[config.mk]
export PLATFORM = sky130hd
export DESIGN_NAME = score_text_writer
export DESIGN_NICKNAME = d
export VERILOG_FILES = /design/src/rtl/score_text_writer_pkg.sv /design/src/rtl/score_text_writer_bin2bcd_seq.sv /design/src/rtl/score_text_writer.sv
export SDC_FILE = /design/constraint.sdc
export NUM_CORES = 1
export LEC_CHECK = 0
export BUFFER_PORTS_ARGS = -buffer_cell sky130_fd_sc_hd__buf_2
export CAP_MARGIN = 30
export CELL_PAD_IN_SITES_DETAIL_PLACEMENT = 1
export CELL_PAD_IN_SITES_GLOBAL_PLACEMENT = 2
export CORE_AREA = 2 2 114 116
export CTS_CLUSTER_SIZE = 24
export DETAILED_ROUTE_END_ITERATION = 10
export DIE_AREA = 0 0 116 118
export GPL_TIMING_DRIVEN = 0
export PLACE_DENSITY = 0.65
export SYNTH_ARGS = -nofsm -noshare
export SYNTH_HDL_FRONTEND = slang
export SYNTH_HIERARCHICAL = 1
export SYNTH_SLANG_ARGS = --single-unit
[constraint.sdc]
create_clock -name pclk -period 3.1 [get_ports pclk]
set_input_delay 0.93 -clock pclk [delete_from_list [all_inputs] [get_ports pclk]]
set_output_delay 0.93 -clock pclk [all_outputs]
set_load 0.02 [all_outputs]
[src/rtl/score_text_writer_pkg.sv]
// -----------------------------------------------------------------------------
// score_text_writer_pkg
// Shared definitions for the score text overlay writer:
//   - text grid geometry (TEXT_COLS x TEXT_ROWS)
//   - character constants (space, ASCII zero) and the "MOVES: " label
//   - writer state encoding
//   - shift-add-3 nibble correction helper used by the BCD converter
// No ports (package).
// -----------------------------------------------------------------------------
package score_text_writer_pkg;

   localparam int TEXT_COLS = 17;
   localparam int TEXT_ROWS = 28;

   localparam logic [6:0] CHAR_SPACE = 7'h20;
   localparam logic [6:0] CHAR_ZERO  = 7'h30;

   // "MOVES: " followed by five digit cells makes one 12-cell line
   localparam int LABEL_LEN = 7;
   localparam int DIGITS    = 5;
   localparam int LINE_LEN  = LABEL_LEN + DIGITS;

   typedef enum logic [1:0] {
      ST_IDLE    = 2'd0,
      ST_CONVERT = 2'd1,
      ST_WRITE   = 2'd2,
      ST_DONE    = 2'd3
   } state_t;

   function automatic logic [6:0] label_char(input logic [3:0] idx);
      logic [6:0] c;
      case (idx)
         4'd0:    c = 7'h4D; // M
         4'd1:    c = 7'h4F; // O
         4'd2:    c = 7'h56; // V
         4'd3:    c = 7'h45; // E
         4'd4:    c = 7'h53; // S
         4'd5:    c = 7'h3A; // :
         default: c = CHAR_SPACE;
      endcase
      return c;
   endfunction

   // Double-dabble correction: every nibble >= 5 gets +3 before the shift
   function automatic logic [19:0] bcd_add3(input logic [19:0] bcd);
      logic [19:0] r;
      r = bcd;
      for (int k = 0; k < 5; k++) begin
         if (r[4*k +: 4] >= 4'd5) r[4*k +: 4] = r[4*k +: 4] + 4'd3;
      end
      return r;
   endfunction

endpackage

[src/rtl/score_text_writer_bin2bcd_seq.sv]
// -----------------------------------------------------------------------------
// bin2bcd_seq
// Sequential 16-bit binary to 5-digit BCD converter (shift-add-3), one bit per
// clock, 16 iterations. Result stays on o bcd until the next start.
// Ports:
//   clk    in   1  clock, rising edge
//   rst_n  in   1  asynchronous active-low reset
//   start  in   1  load bin and begin conversion (ignored while busy)
//   bin    in  16  binary input, latched on an accepted start
//   busy   out  1  conversion in progress
//   done   out  1  one-cycle pulse, bcd valid from this cycle on
//   bcd    out 20  {d4,d3,d2,d1,d0}
// -----------------------------------------------------------------------------
module bin2bcd_seq
   import score_text_writer_pkg::*;
(
   input  logic        clk,
   input  logic        rst_n,
   input  logic        start,
   input  logic [15:0] bin,
   output logic        busy,
   output logic        done,
   output logic [19:0] bcd
);

   logic [15:0] r_bin;
   logic [19:0] r_bcd;
   logic [3:0]  r_cnt;
   logic        r_busy;
   logic        r_done;

   always_ff @(posedge clk or negedge rst_n) begin
      if (!rst_n) begin
         r_bin  <= '0;
         r_bcd  <= '0;
         r_cnt  <= '0;
         r_busy <= 1'b0;
         r_done <= 1'b0;
      end else if (r_busy) begin
         {r_bcd, r_bin} <= {bcd_add3(r_bcd), r_bin} << 1;
         r_cnt          <= r_cnt + 4'd1;
         // counter wraps 15->0 on the last iteration
         if (r_cnt == 4'd15) begin
            r_busy <= 1'b0;
            r_done <= 1'b1;
         end
      end else begin
         r_done <= 1'b0;
         if (start) begin
            r_bin  <= bin;
            r_bcd  <= '0;
            r_cnt  <= '0;
            r_busy <= 1'b1;
         end
      end
   end

   assign busy = r_busy;
   assign done = r_done;
   assign bcd  = r_bcd;

endmodule

[src/rtl/score_text_writer.sv]
// -----------------------------------------------------------------------------
// score_text_writer
// Writes "MOVES: nnnnn" into one row of the character RAM. On start the move
// count is converted to BCD, then 12 characters are written, one per clock, to
// cells {ROW, COL}..{ROW, COL+11}; done pulses one cycle after the last write.
// Optional build macro SCORE_TEXT_BLANK_ZERO_EN: leading zero digits d4..d1
// are written as spaces (d0 always a digit). Timing is the same either way.
// Parameters: ROW (0..27), COL (0..5).
// Ports:
//   pclk     in   1  pixel clock, rising edge
//   rst      in   1  asynchronous active-low reset
//   start    in   1  write request, sampled only when idle
//   value    in  16  binary count, latched on an accepted start
//   busy     out  1  operation in progress
//   done     out  1  one-cycle completion pulse
//   wr_en    out  1  character RAM write strobe
//   wr_yx    out 10  write address {row[4:0], col[4:0]}
//   wr_code  out  7  ASCII code
// -----------------------------------------------------------------------------
module score_text_writer
   import score_text_writer_pkg::*;
#(
   parameter logic [4:0] ROW = 5'd10,
   parameter logic [4:0] COL = 5'd2
)
(
   input  logic        pclk,
   input  logic        rst,
   input  logic        start,
   input  logic [15:0] value,
   output logic        busy,
   output logic        done,
   output logic        wr_en,
   output logic [9:0]  wr_yx,
   output logic [6:0]  wr_code
);

   localparam logic [3:0] LAST_IDX = 4'(LINE_LEN - 1);

   if ((int'(COL) + LINE_LEN > TEXT_COLS) || (int'(ROW) >= TEXT_ROWS)) begin : g_cfg_check
      $error("score_text_writer: ROW/COL place the line outside the text grid");
   end

   state_t      r_state;
   logic [3:0]  r_idx;

   logic        w_bcd_start;
   logic        w_bcd_busy;
   logic        w_bcd_done;
   logic [19:0] w_bcd;

   function automatic logic [6:0] char_at(input logic [3:0] idx, input logic [19:0] bcd);
      logic [3:0] d;
`ifdef SCORE_TEXT_BLANK_ZERO_EN
      logic       lead;
`endif
      if (idx < 4'(LABEL_LEN)) return label_char(idx);
      case (idx)
         4'd7:    d = bcd[19:16];
         4'd8:    d = bcd[15:12];
         4'd9:    d = bcd[11:8];
         4'd10:   d = bcd[7:4];
         default: d = bcd[3:0];
      endcase
`ifdef SCORE_TEXT_BLANK_ZERO_EN
      // a digit is blank only if it and every more significant digit is zero
      case (idx)
         4'd7:    lead = (bcd[19:16] == 4'd0);
         4'd8:    lead = (bcd[19:12] == 8'd0);
         4'd9:    lead = (bcd[19:8]  == 12'd0);
         4'd10:   lead = (bcd[19:4]  == 16'd0);
         default: lead = 1'b0;
      endcase
      if (lead) return CHAR_SPACE;
`endif
      return CHAR_ZERO + {3'b000, d};
   endfunction

   // The converter latches value directly on the accepting edge
   assign w_bcd_start = (r_state == ST_IDLE) && start && !w_bcd_busy;

   bin2bcd_seq u_bcd (
      .clk   (pclk),
      .rst_n (rst),
      .start (w_bcd_start),
      .bin   (value),
      .busy  (w_bcd_busy),
      .done  (w_bcd_done),
      .bcd   (w_bcd)
   );

   always_ff @(posedge pclk or negedge rst) begin
      if (!rst) begin
         r_state <= ST_IDLE;
         r_idx   <= '0;
         busy    <= 1'b0;
         done    <= 1'b0;
         wr_en   <= 1'b0;
         wr_yx   <= '0;
         wr_code <= '0;
      end else begin
         case (r_state)
            ST_IDLE: begin
               wr_en <= 1'b0;
               done  <= 1'b0;
               r_idx <= '0;
               if (w_bcd_start) begin
                  busy    <= 1'b1;
                  r_state <= ST_CONVERT;
               end
            end
            ST_CONVERT: begin
               // first character goes out on the edge the result is seen
               if (w_bcd_done) begin
                  wr_en   <= 1'b1;
                  wr_yx   <= {ROW, COL};
                  wr_code <= char_at(4'd0, w_bcd);
                  r_idx   <= 4'd1;
                  r_state <= ST_WRITE;
               end
            end
            ST_WRITE: begin
               wr_en   <= 1'b1;
               wr_yx   <= {ROW, COL + {1'b0, r_idx}};
               wr_code <= char_at(r_idx, w_bcd);
               r_idx   <= r_idx + 4'd1;
               if (r_idx == LAST_IDX) r_state <= ST_DONE;
            end
            ST_DONE: begin
               wr_en   <= 1'b0;
               done    <= 1'b1;
               busy    <= 1'b0;
               r_idx   <= '0;
               r_state <= ST_IDLE;
            end
            default: r_state <= ST_IDLE;
         endcase
      end
   end

endmodule

==> impl_metrics.py, run 1 <==
metrics = {
    "setup_path": {
        "worst_ep_required_time_ns": 3.31,
        "cpMaxStageDelayCell": "dfrtp_1",
        "crit_chain": "inv_1, ha_1, nand2_1, nor2_1, buf_2, clkinv_1, a32oi_1, nand3_1",
        "critPathMaxFanout": 10,
        "reg2reg_to": "u_bcd/bcd[13]",
        "rrSetupSlack_ns": 0.94,
        "path_class": "reg -> reg",
        "cpPeakStageDelay_ns": 0.40,
        "r2r-start": "r_state[0]",
        "endpoint_kind": "flip-flop",
        "r2r_cells": 8,
        "cp-start-kind": "flip-flop",
        "crit_arrival_ns": 2.37,
    },
    "finish": {
        "antennaDiodeCount": 0,
        "fin_nets": 468,
        "final_layout_size_suffix_gt1_frac": 0.2014,
        "n_fill_cell": 1474,
        "synthToLayoutAreaGrowth_pct": 19.39,
    },
    "synthesis": {
        "ys_warn_count": 6,
        "synth.distinct_cells": 55,
        "synth.avg_cell_area_sq_um": 9.706,
        "synth-xor-area-share": 0.01190,
        "synth_top_family_by_area": "compound AO/OA/AOI/OAI gates",
        "synth-async-reset-ratio": 1.000,
        "synth_compound_area_frac": 0.2000,
        "synth_edf_count": 0,
        "synth_seq_cells": 64,
        "synthSimpleGateAreaFrac": 0.1524,
        "synth_cells": 379,
        "synth_area_sq_um": 3679,
        "ys_seq_area_frac": 0.4354,
        "synth_fa_ha_area_frac": 0.07483,
        "synthMuxAreaShare": 0.05816,
        "synth_flop_cell": "dfrtp_1",
    },
    "sta": {
        "setup_tns_ns": 0,
        "rsz0062_at_grt": "no",
        "worst_slew_margin_rel": 0.4280,
        "finalCritPeriodShare": 0.6981,
        "fin_crit_ns": 2.164,
        "fin_worst_hold_slack_ns": 0.4713,
        "setup_viol": 0,
        "worst_pin_slew_ns": 0.8579,
        "skew_ns": 0.006511,
        "hold_viol_final": 0,
        "fmax_mhz": 462.1,
        "report.final.slew_viol_count": 0,
    },
    "power": {
        "peakVddDrop_mv": 0.2577,
        "leakagePower_nw": 1.939,
        "power_density_nw_per_um2": 444.7,
    },
    "die": {
        "die_area_sq_um": 13690,
        "num_rows": 41,
        "die_w_um": 116,
        "ios": 39,
        "initial_utilization": 0.2963,
        "dieHeight_um": 118,
        "coreArea_sq_um": 12410,
    },
    "worst_hold_path": {
        "hold_end": "wr_yx[0]",
        "min_path_cells": 2,
        "min_path_type": "reg -> reg",
        "min_from": "wr_yx[0]",
    },
    "route": {
        "ant_nets": 0,
        "drc": 0,
        "routed_via_density": 5.013,
        "dr_wl_met2_um": 5004,
        "firstDrtPassIters": 4,
        "routed.top_layer": "met4",
        "num_vias": 3028,
        "met1Wirelength_um": 4778,
        "wl_um": 10280,
        "wl_met3_um": 383,
        "wl_per_cell_um": 17.02,
        "drt_iter0_markers": 130,
    },
    "global_routing": {
        "grt_antenna_before_repair": 0,
        "grt_pass1_vias": 3203,
        "grt_overflow_total": 0,
        "grt_pass1_wl_um": 17260,
        "track_usage": 0.1636,
        "grt_max_degree": 65,
    },
    "cts": {
        "cts_hold_buf": 0,
        "htreeDepth": 3,
        "clk-insertion-delay-late_ns": 0.34,
        "ctsResizeCount": 0,
        "clk_pin_slew_ns": 0.06,
        "cts_buffers": 9,
        "cts_buffer_depth": 2,
        "cts_root_buffer": "clkbuf_16",
        "postCtsSetupRepairBufs": 0,
        "cts.sinks": 64,
        "cts_tree": "yes",
    },
    "flow_run": {
        "cap_violations": 0,
    },
    "place": {
        "io_buffers": 35,
        "place.gp.congestion": 0.7714,
        "place_hpwl_um": 7037,
    },
    "outcome": {
        "status": "complete, no violations",
    },
}
==> metal layers <==
layer | up-vias | GRT usage
met5 | - | 0
met4 | 0 | 0.04018
met3 | 9 | 0.04634
met2 | 44 | 0.2712
met1 | 1509 | 0.2088
li1 | 1466 | -
==> state kept, by name, summed over array words and instances, names as in the netlist <==
| signal | count |
|---|---|
| u_bcd/busy | 1 |
| r_idx | 4 |
| u_bcd/r_cnt | 4 |
| wr_yx | 6 |
| u_bcd/r_bin | 16 |
| busy | 1 |
| wr_en | 1 |
| u_bcd/bcd | 20 |
| done | 1 |
| wr_code | 7 |
| r_state | 2 |
| u_bcd/done | 1 |
==> layout make-up <==
class | instances | area (sq um) | share of cell area
buffer | 28 | 161.4 | 0.03675
clock buffer | 10 | 229.0 | 0.05214
clock inverter | 6 | 83.83 | 0.01909
inverter | 22 | 82.58 | 0.01880
multi-input combinational | 267 | 1841 | 0.4191
sequential | 64 | 1602 | 0.3647
tap | 172 | 215.2 | 0.04900
timing repair buffer | 35 | 177.7 | 0.04046
==> Yosys cell counts, types with 5 or more instances <==
cell | count | area share
a31oi_1 | 7 | 0.012
a2111o_1 | 6 | 0.018
mux2i_1 | 18 | 0.049
o21ai_0 | 28 | 0.038
nor3b_1 | 6 | 0.012
buf_4 | 7 | 0.014
dfrtp_1 | 64 | 0.44
nor2b_1 | 7 | 0.012
nand2b_1 | 8 | 0.014
nor2_1 | 22 | 0.022
a311oi_1 | 5 | 0.012
nand3_1 | 13 | 0.018
ha_1 | 22 | 0.075
nor3_1 | 5 | 0.0068
o22ai_1 | 7 | 0.012
a21oi_1 | 15 | 0.020
inv_1 | 20 | 0.020
nand2_1 | 37 | 0.038
buf_2 | 16 | 0.022
==> worst max-delay path, delay by kind of cell (launching register included) <==
family / cells / cell delay (ns)
AO/OA/AOI/OAI: 1 / 0.32
AND/OR/NAND/NOR: 3 / 0.34
flip-flops: 1 / 0.40
buffers and inverters: 3 / 0.78
adder cells (fa/ha/maj): 1 / 0.19
==> cells in the final DEF (no fill, tap or decap), types with 3 or more instances in the layout <==
cell and count:
nor3_1 5, a21oi_1 15, nor2_1 22, buf_2 50
a31oi_1 7, xor2_1 3, buf_4 8, nor3b_1 6
a32oi_1 4, a21o_1 3, conb_1 3, mux2_2 3
a311oi_1 5, clkbuf_1 3, o21ai_0 28, a311o_1 4
nand3_1 13, a222oi_1 4, o22ai_1 7, ha_1 22
a2111o_1 6, nand2_1 37, nor4b_1 3, dfrtp_1 64
clkinv_2 3, inv_1 20, clkbuf_16 9, nor2b_1 7
nand2b_1 8, mux2i_1 18
==> worst max-delay path by stage <==
stage	start	to	slack, ns
CTS	r_state[0]	u_bcd/bcd[13]	0.89
finish	r_state[0]	u_bcd/bcd[13]	0.94
floorplan	start	u_bcd/bcd[13]	1.16
global placement	start	u_bcd/bcd[17]	0.68
global route	r_state[1]	u_bcd/bcd[13]	0.73
detailed placement	start	u_bcd/bcd[13]	0.63
==> power breakdown <==
part	internal (mW)	switching (mW)	leakage, nW
combinational	0.0111	0.0237	1.07
clock	0.701	0.382	0.156
sequential	0.836	0	0.712
==> cells by family after synthesis <==
kind of cell    Yosys count
fa+ha+maj                22
mux                      21
compound gates          104
buf+inv                  50
xor+xnor                  5
simple gates            112
other cells               1
flops                    64
==> per-stage QoR <==
step | util | power [mW] | worst slack (ns) | area [sq um] | std cells
after floorplan | - | 0.8574 | 1.164 | 3686 | 381
after global placement | 0.3284 | 0.8871 | 0.6831 | 4076 | 588
after detailed placement | 0.3286 | 0.8879 | 0.6299 | 4079 | 588
after CTS | 0.3538 | 1.993 | 0.8949 | 4392 | 604
after global routing | 0.3538 | 2.038 | 0.7294 | 4392 | 604
final | 0.3538 | 1.953 | 0.9359 | 4392 | 604
Power figures use the tool's default switching activity.
==> run 2, diff against run 1 <==
clock period = 2.12 ns   (was 3.1 ns; I/O delays follow)
==> run 2 against run 1 <==
Via count is 0.33% higher. Largest power group unchanged. First-iteration DRC count is 17% higher. Clock power is 46% higher. Register-to-register slack worse by 0.71 ns. Critical path type unchanged. Clock skew hardly changed. Non-clock buffer count stayed put. Maximum frequency is 14% higher.
==> impl_metrics.py, run 2 (synthesis gave the netlist of run 1 again) <==
metrics = {
    "outcome": {
        "status": "complete, no violations",
    },
    "setup_path": {
        "crit_chain": "inv_1, ha_1, nand2_1, nor2_1, buf_4, buf_4, mux2i_1, o21ai_0",
        "path_class": "reg -> reg",
        "cp-start-kind": "flip-flop",
        "cpMaxStageDelayCell": "dfrtp_1",
        "crit_path_frequent_cell": "buf_4",
        "cpPeakStageDelay_ns": 0.40,
        "worst_ep_required_time_ns": 2.33,
        "endpoint_kind": "flip-flop",
        "crit_arrival_ns": 2.10,
        "critPathMaxFanout": 10,
    },
    "sta": {
        "fin_worst_hold_slack_ns": 0.4010,
        "fin_crit_ns": 1.896,
        "report.final.slew_viol_count": 0,
        "setup_slack_ns": 0.2236,
        "worst_pin_slew_ns": 0.8603,
        "fmax_mhz": 527.3,
        "rsz0062_at_grt": "no",
        "skew_ns": 0.006493,
        "worst_slew_margin_rel": 0.4264,
        "hold_viol_final": 0,
        "finalCritPeriodShare": 0.8945,
        "setup_tns_ns": 0,
        "setup_viol": 0,
    },
    "route": {
        "wl_um": 10280,
        "drc": 0,
        "firstDrtPassIters": 4,
        "drt_iter0_markers": 152,
        "wl_per_cell_um": 17.02,
        "routed_via_density": 5.030,
        "ant_nets": 0,
        "num_vias": 3038,
    },
    "global_routing": {
        "grt_max_degree": 65,
        "grt_antenna_before_repair": 0,
        "track_usage": 0.1636,
        "grt_pass1_wl_um": 17260,
        "grt_pass1_vias": 3203,
        "grt_overflow_total": 0,
    },
    "cts": {
        "cts_buffer_depth": 2,
        "cts_tree": "yes",
        "htreeDepth": 3,
        "cts_buffers": 9,
        "clk-insertion-delay-late_ns": 0.34,
        "postCtsSetupRepairBufs": 0,
        "cts_root_buffer": "clkbuf_16",
        "clk_pin_slew_ns": 0.06,
        "cts.sinks": 64,
    },
    "finish": {
        "synthToLayoutAreaGrowth_pct": 19.80,
        "final_layout_size_suffix_gt1_frac": 0.2130,
        "stdcell_area_sq_um": 4407,
        "mostFrequentLayoutCells": "dfrtp_1, buf_2, nand2_1, o21ai_0, nor2_1",
        "largest_reg_flops": 20,
        "layout.cells.non_filler": 604,
        "final_common_cell": "dfrtp_1",
        "antennaDiodeCount": 0,
        "fin_util": 0.3550,
        "fin_nets": 468,
    },
    "place": {
        "pre_cts_ws_ns": -0.05614,
        "place_hpwl_um": 7037,
        "io_buffers": 35,
        "dp_cells": 588,
        "place.gp.congestion": 0.7714,
        "placed_area_sq_um": 4079,
    },
    "power": {
        "power.internal_mw": 2.263,
        "p_sw_uw": 590.9,
        "clockPowerShare": 0.554,
        "p_seq_frac": 0.428,
        "power_density_nw_per_um2": 647.6,
        "p_total_mw": 2.854,
        "leakagePower_nw": 1.935,
        "pwr-share-comb": 0.018,
        "power_switching_share": 0.2070,
        "peakVddDrop_mv": 0.3767,
    },
    "die": {
        "die_w_um": 116,
        "die_area_sq_um": 13690,
        "dieHeight_um": 118,
        "num_rows": 41,
        "initial_utilization": 0.2963,
        "ios": 39,
        "coreArea_sq_um": 12410,
    },
    "flow_run": {
        "cap_violations": 0,
    },
    "worst_hold_path": {
        "min_path_type": "in -> async",
    },
}
[run 2: changes by cell type in the layout (fill, tap and decap cells not counted)]
cell,change
a311oi_1,-1
a311oi_2,+1
buf_2,-1
buf_4,+1
clkinv_1,-1
clkinv_2,+1
dfrtp_1,-2
dfrtp_2,+2
ha_1,-1
ha_2,+1
[run 2: worst max-delay path, delay by kind of cell (launching register included)]
family	cells	cell delay [ns]
mux	1	0.21
flops	1	0.40
simple gates	2	0.25
fa+ha+maj	1	0.19
compound gates	1	0.09
buf+inv	3	0.62
[run 2: timing repair]
action                                  CTS  global route
hold buffers                              0             0
pin swaps                                 0             1
gates resized for setup                   1             6
endpoints found under the setup margin    5            16
[run 2: area by class of cell]
class | instances | area (sq um)
fill | 1471 | 8008
multi-input combinational | 267 | 1849
sequential | 64 | 1604
clock buffer | 10 | 229.0
tap | 172 | 215.2
timing repair buffer | 35 | 177.7
buffer | 28 | 163.9
clock inverter | 6 | 83.83
inverter | 22 | 83.83
[run 2: path summary, 6_finish.rpt]
| check | from | endpoint | slack (ns) | depth (start not counted) |
|---|---|---|---|---|
| max in group asynchronous | rst | r_idx[1] | 1.12 | 1 |
| worst max-delay path | r_state[0] | u_bcd/r_bin[12] | 0.22 | 8 |
| worst max register to register | r_state[0] | u_bcd/r_bin[12] | 0.22 | 8 |
| worst min register to register | wr_yx[0] | wr_yx[0] | 0.47 | 2 |
| worst min-delay path | rst | wr_yx[6] | 0.40 | 1 |
| min in group pclk | wr_yx[0] | wr_yx[0] | 0.47 | 2 |
[run 2: per-layer routing]
| metal | up-vias | wire (um) | share of wire | GRT usage |
|---|---|---|---|---|
| li1 | 1463 | - | - | - |
| met1 | 1516 | 4805 | 0.47 | 0.2088 |
| met2 | 50 | 5010 | 0.49 | 0.2712 |
| met3 | 9 | 353 | 0.034 | 0.04634 |
| met4 | 0 | 113 | 0.011 | 0.04018 |
| met5 | - | 0 | 0 | 0 |
[run 2: power groups by stage]
stage / combinational (mW) / clock [mW] / sequential, mW
floorplan: 0.00955 / 0 / 1.24
global placement: 0.0533 / 0 / 1.24
global route: 0.0586 / 1.70 / 1.22
detailed placement: 0.0544 / 0 / 1.24
CTS: 0.0544 / 1.64 / 1.22
finish: 0.0509 / 1.58 / 1.22
==> run 3, diff against run 2 <==
BUFFER_PORTS_ARGS = -buffer_cell sky130_fd_sc_hd__clkbuf_2   (was -buffer_cell sky130_fd_sc_hd__buf_2)
==> run 3 against run 2 <==
Sequential share of layout area shrank 0.43 points. Maximum frequency shrank 3.4%. Routed wire length grew 0.67%. First-iteration DRC count grew 6.6%. Clock skew grew 0.00085 ns. Via count grew 0.82%. Final area grew 1.1%. Largest power group unchanged. Non-clock buffer count grew 1.
==> impl_metrics.py, run 3 (synthesis gave the netlist of run 1 again) <==
metrics = {
    "global_routing": {
        "grt_max_degree": 41,
        "grt_antenna_before_repair": 0,
        "grt_overflow_total": 0,
        "grt_pass1_wl_um": 17460,
        "grt_pass1_vias": 3233,
        "track_usage": 0.1644,
    },
    "cts": {
        "htreeDepth": 3,
        "postCtsSetupRepairBufs": 0,
        "clk-insertion-delay-late_ns": 0.34,
        "cts_root_buffer": "clkbuf_16",
        "cts.sinks": 64,
        "cts_tree": "yes",
        "cts_buffers": 9,
        "cts_buffer_depth": 2,
        "cts_hold_buf": 0,
        "clk_pin_slew_ns": 0.06,
    },
    "power": {
        "power_density_nw_per_um2": 669.5,
        "power_switching_share": 0.2057,
        "power.internal_mw": 2.369,
        "p_sw_uw": 613.4,
        "leakagePower_nw": 1.941,
        "p_seq_frac": 0.410,
        "pwr-share-comb": 0.019,
        "clockPowerShare": 0.571,
        "peakVddDrop_mv": 0.3745,
    },
    "route": {
        "wl_per_cell_um": 17.11,
        "firstDrtPassIters": 5,
        "drc": 0,
        "num_vias": 3063,
        "drt_iter0_markers": 162,
        "ant_nets": 0,
        "routed_via_density": 5.063,
        "wl_um": 10350,
    },
    "finish": {
        "largest_reg_flops": 20,
        "fin_nets": 469,
        "antennaDiodeCount": 0,
        "final_common_cell": "dfrtp_1",
        "stdcell_area_sq_um": 4456,
        "synthToLayoutAreaGrowth_pct": 21.12,
        "final_layout_size_suffix_gt1_frac": 0.2125,
        "mostFrequentLayoutCells": "dfrtp_1, nand2_1, clkbuf_2, o21ai_0, nor2_1",
    },
    "worst_hold_path": {
        "min_path_type": "in -> async",
    },
    "sta": {
        "rsz0062_at_grt": "no",
        "setup_viol": 0,
        "fin_crit_ns": 1.964,
        "fmax_mhz": 509.1,
        "skew_ns": 0.007338,
        "report.final.slew_viol_count": 0,
        "worst_pin_slew_ns": 0.5582,
        "hold_viol_final": 0,
        "finalCritPeriodShare": 0.9265,
        "worst_slew_margin_rel": 0.6232,
        "fin_worst_hold_slack_ns": 0.2509,
    },
    "place": {
        "placed_area_sq_um": 4106,
        "io_buffers": 35,
        "place_hpwl_um": 7245,
        "place.gp.congestion": 0.7709,
    },
    "die": {
        "initial_utilization": 0.2963,
        "coreArea_sq_um": 12410,
        "ios": 39,
        "dieHeight_um": 118,
        "die_area_sq_um": 13690,
        "die_w_um": 116,
        "num_rows": 41,
    },
    "setup_path": {
        "path_class": "reg -> reg",
        "rrSetupSlack_ns": 0.16,
        "worst_ep_required_time_ns": 2.32,
        "crit_arrival_ns": 2.17,
        "cp-start-kind": "flip-flop",
        "critPathMaxFanout": 9,
        "endpoint_kind": "flip-flop",
    },
    "outcome": {
        "status": "complete, no violations",
    },
    "flow_run": {
        "cap_violations": 0,
    },
}
[run 3: cell type report]
| class | instances | area [sq um] |
|---|---|---|
| Fill cell | 1435 | 7959 |
| Multi-Input combinational cell | 267 | 1843 |
| Sequential cell | 64 | 1603 |
| Clock buffer | 12 | 266.5 |
| Tap cell | 172 | 215.2 |
| Timing Repair Buffer | 36 | 205.2 |
| Buffer | 28 | 163.9 |
| Inverter | 22 | 83.83 |
| Clock inverter | 4 | 75.07 |
[run 3: timing repair]
| item | in CTS | in global routing |
|---|---|---|
| gates resized for setup | 1 | 4 |
| endpoints found under the setup margin | 8 | 19 |
| pin swaps | 0 | 1 |
[run 3: metal layers]
| metal | track usage | vias to the layer above | routed length [um] |
|---|---|---|---|
| met5 | 0 | - | 0 |
| met3 | 0.02678 | 14 | 327 |
| met4 | 0.07217 | 0 | 218 |
| met2 | 0.2628 | 54 | 4952 |
| li1 | - | 1465 | - |
| met1 | 0.2172 | 1530 | 4852 |
[run 3: final timing paths]
path | cells past startpoint | start | to
min in group pclk | 2 | wr_code[4] | wr_code[4]
worst min-delay path | 1 | rst | wr_yx[2]
worst max-delay path | 7 | r_idx[0] | wr_code[2]
max in group asynchronous | 2 | rst | u_bcd/bcd[9]
worst min register to register | 2 | wr_code[4] | wr_code[4]
worst max register to register | 7 | r_idx[0] | wr_code[2]
[run 3: critical path, cell delays in order, from the launching register on]
cell	delay, ns
dfrtp_2	0.43
inv_1	0.12
ha_1	0.22
buf_6	0.14
nor4_2	0.34
nor3_1	0.13
a311oi_1	0.35
a21oi_1	0.10
[run 3: power by group through the flow]
stage | clock, mW | sequential (mW) | combinational [mW]
6_report | 1.70 | 1.22 | 0.0579
5_1_grt | 1.80 | 1.22 | 0.0663
4_1_cts | 1.76 | 1.22 | 0.0613
3_5_place_dp | 0 | 1.24 | 0.0612
3_3_place_gp | 0 | 1.24 | 0.0536
2_1_floorplan | 0 | 1.24 | 0.00955
[run 3: metrics by stage]
step	worst slack [ns]	total power [mW]	std cells	setup TNS (ns)	utilization
after floorplan	0.4644	1.254	381	0	-
after global placement	-0.1789	1.298	588	-11.50	0.3284
after global routing	0.01731	3.091	605	0	0.3589
after detailed placement	-0.1195	1.305	589	-0.5201	0.3308
final	0.1559	2.983	605	0	0.3589
after CTS	0.06000	3.046	605	0	0.3584
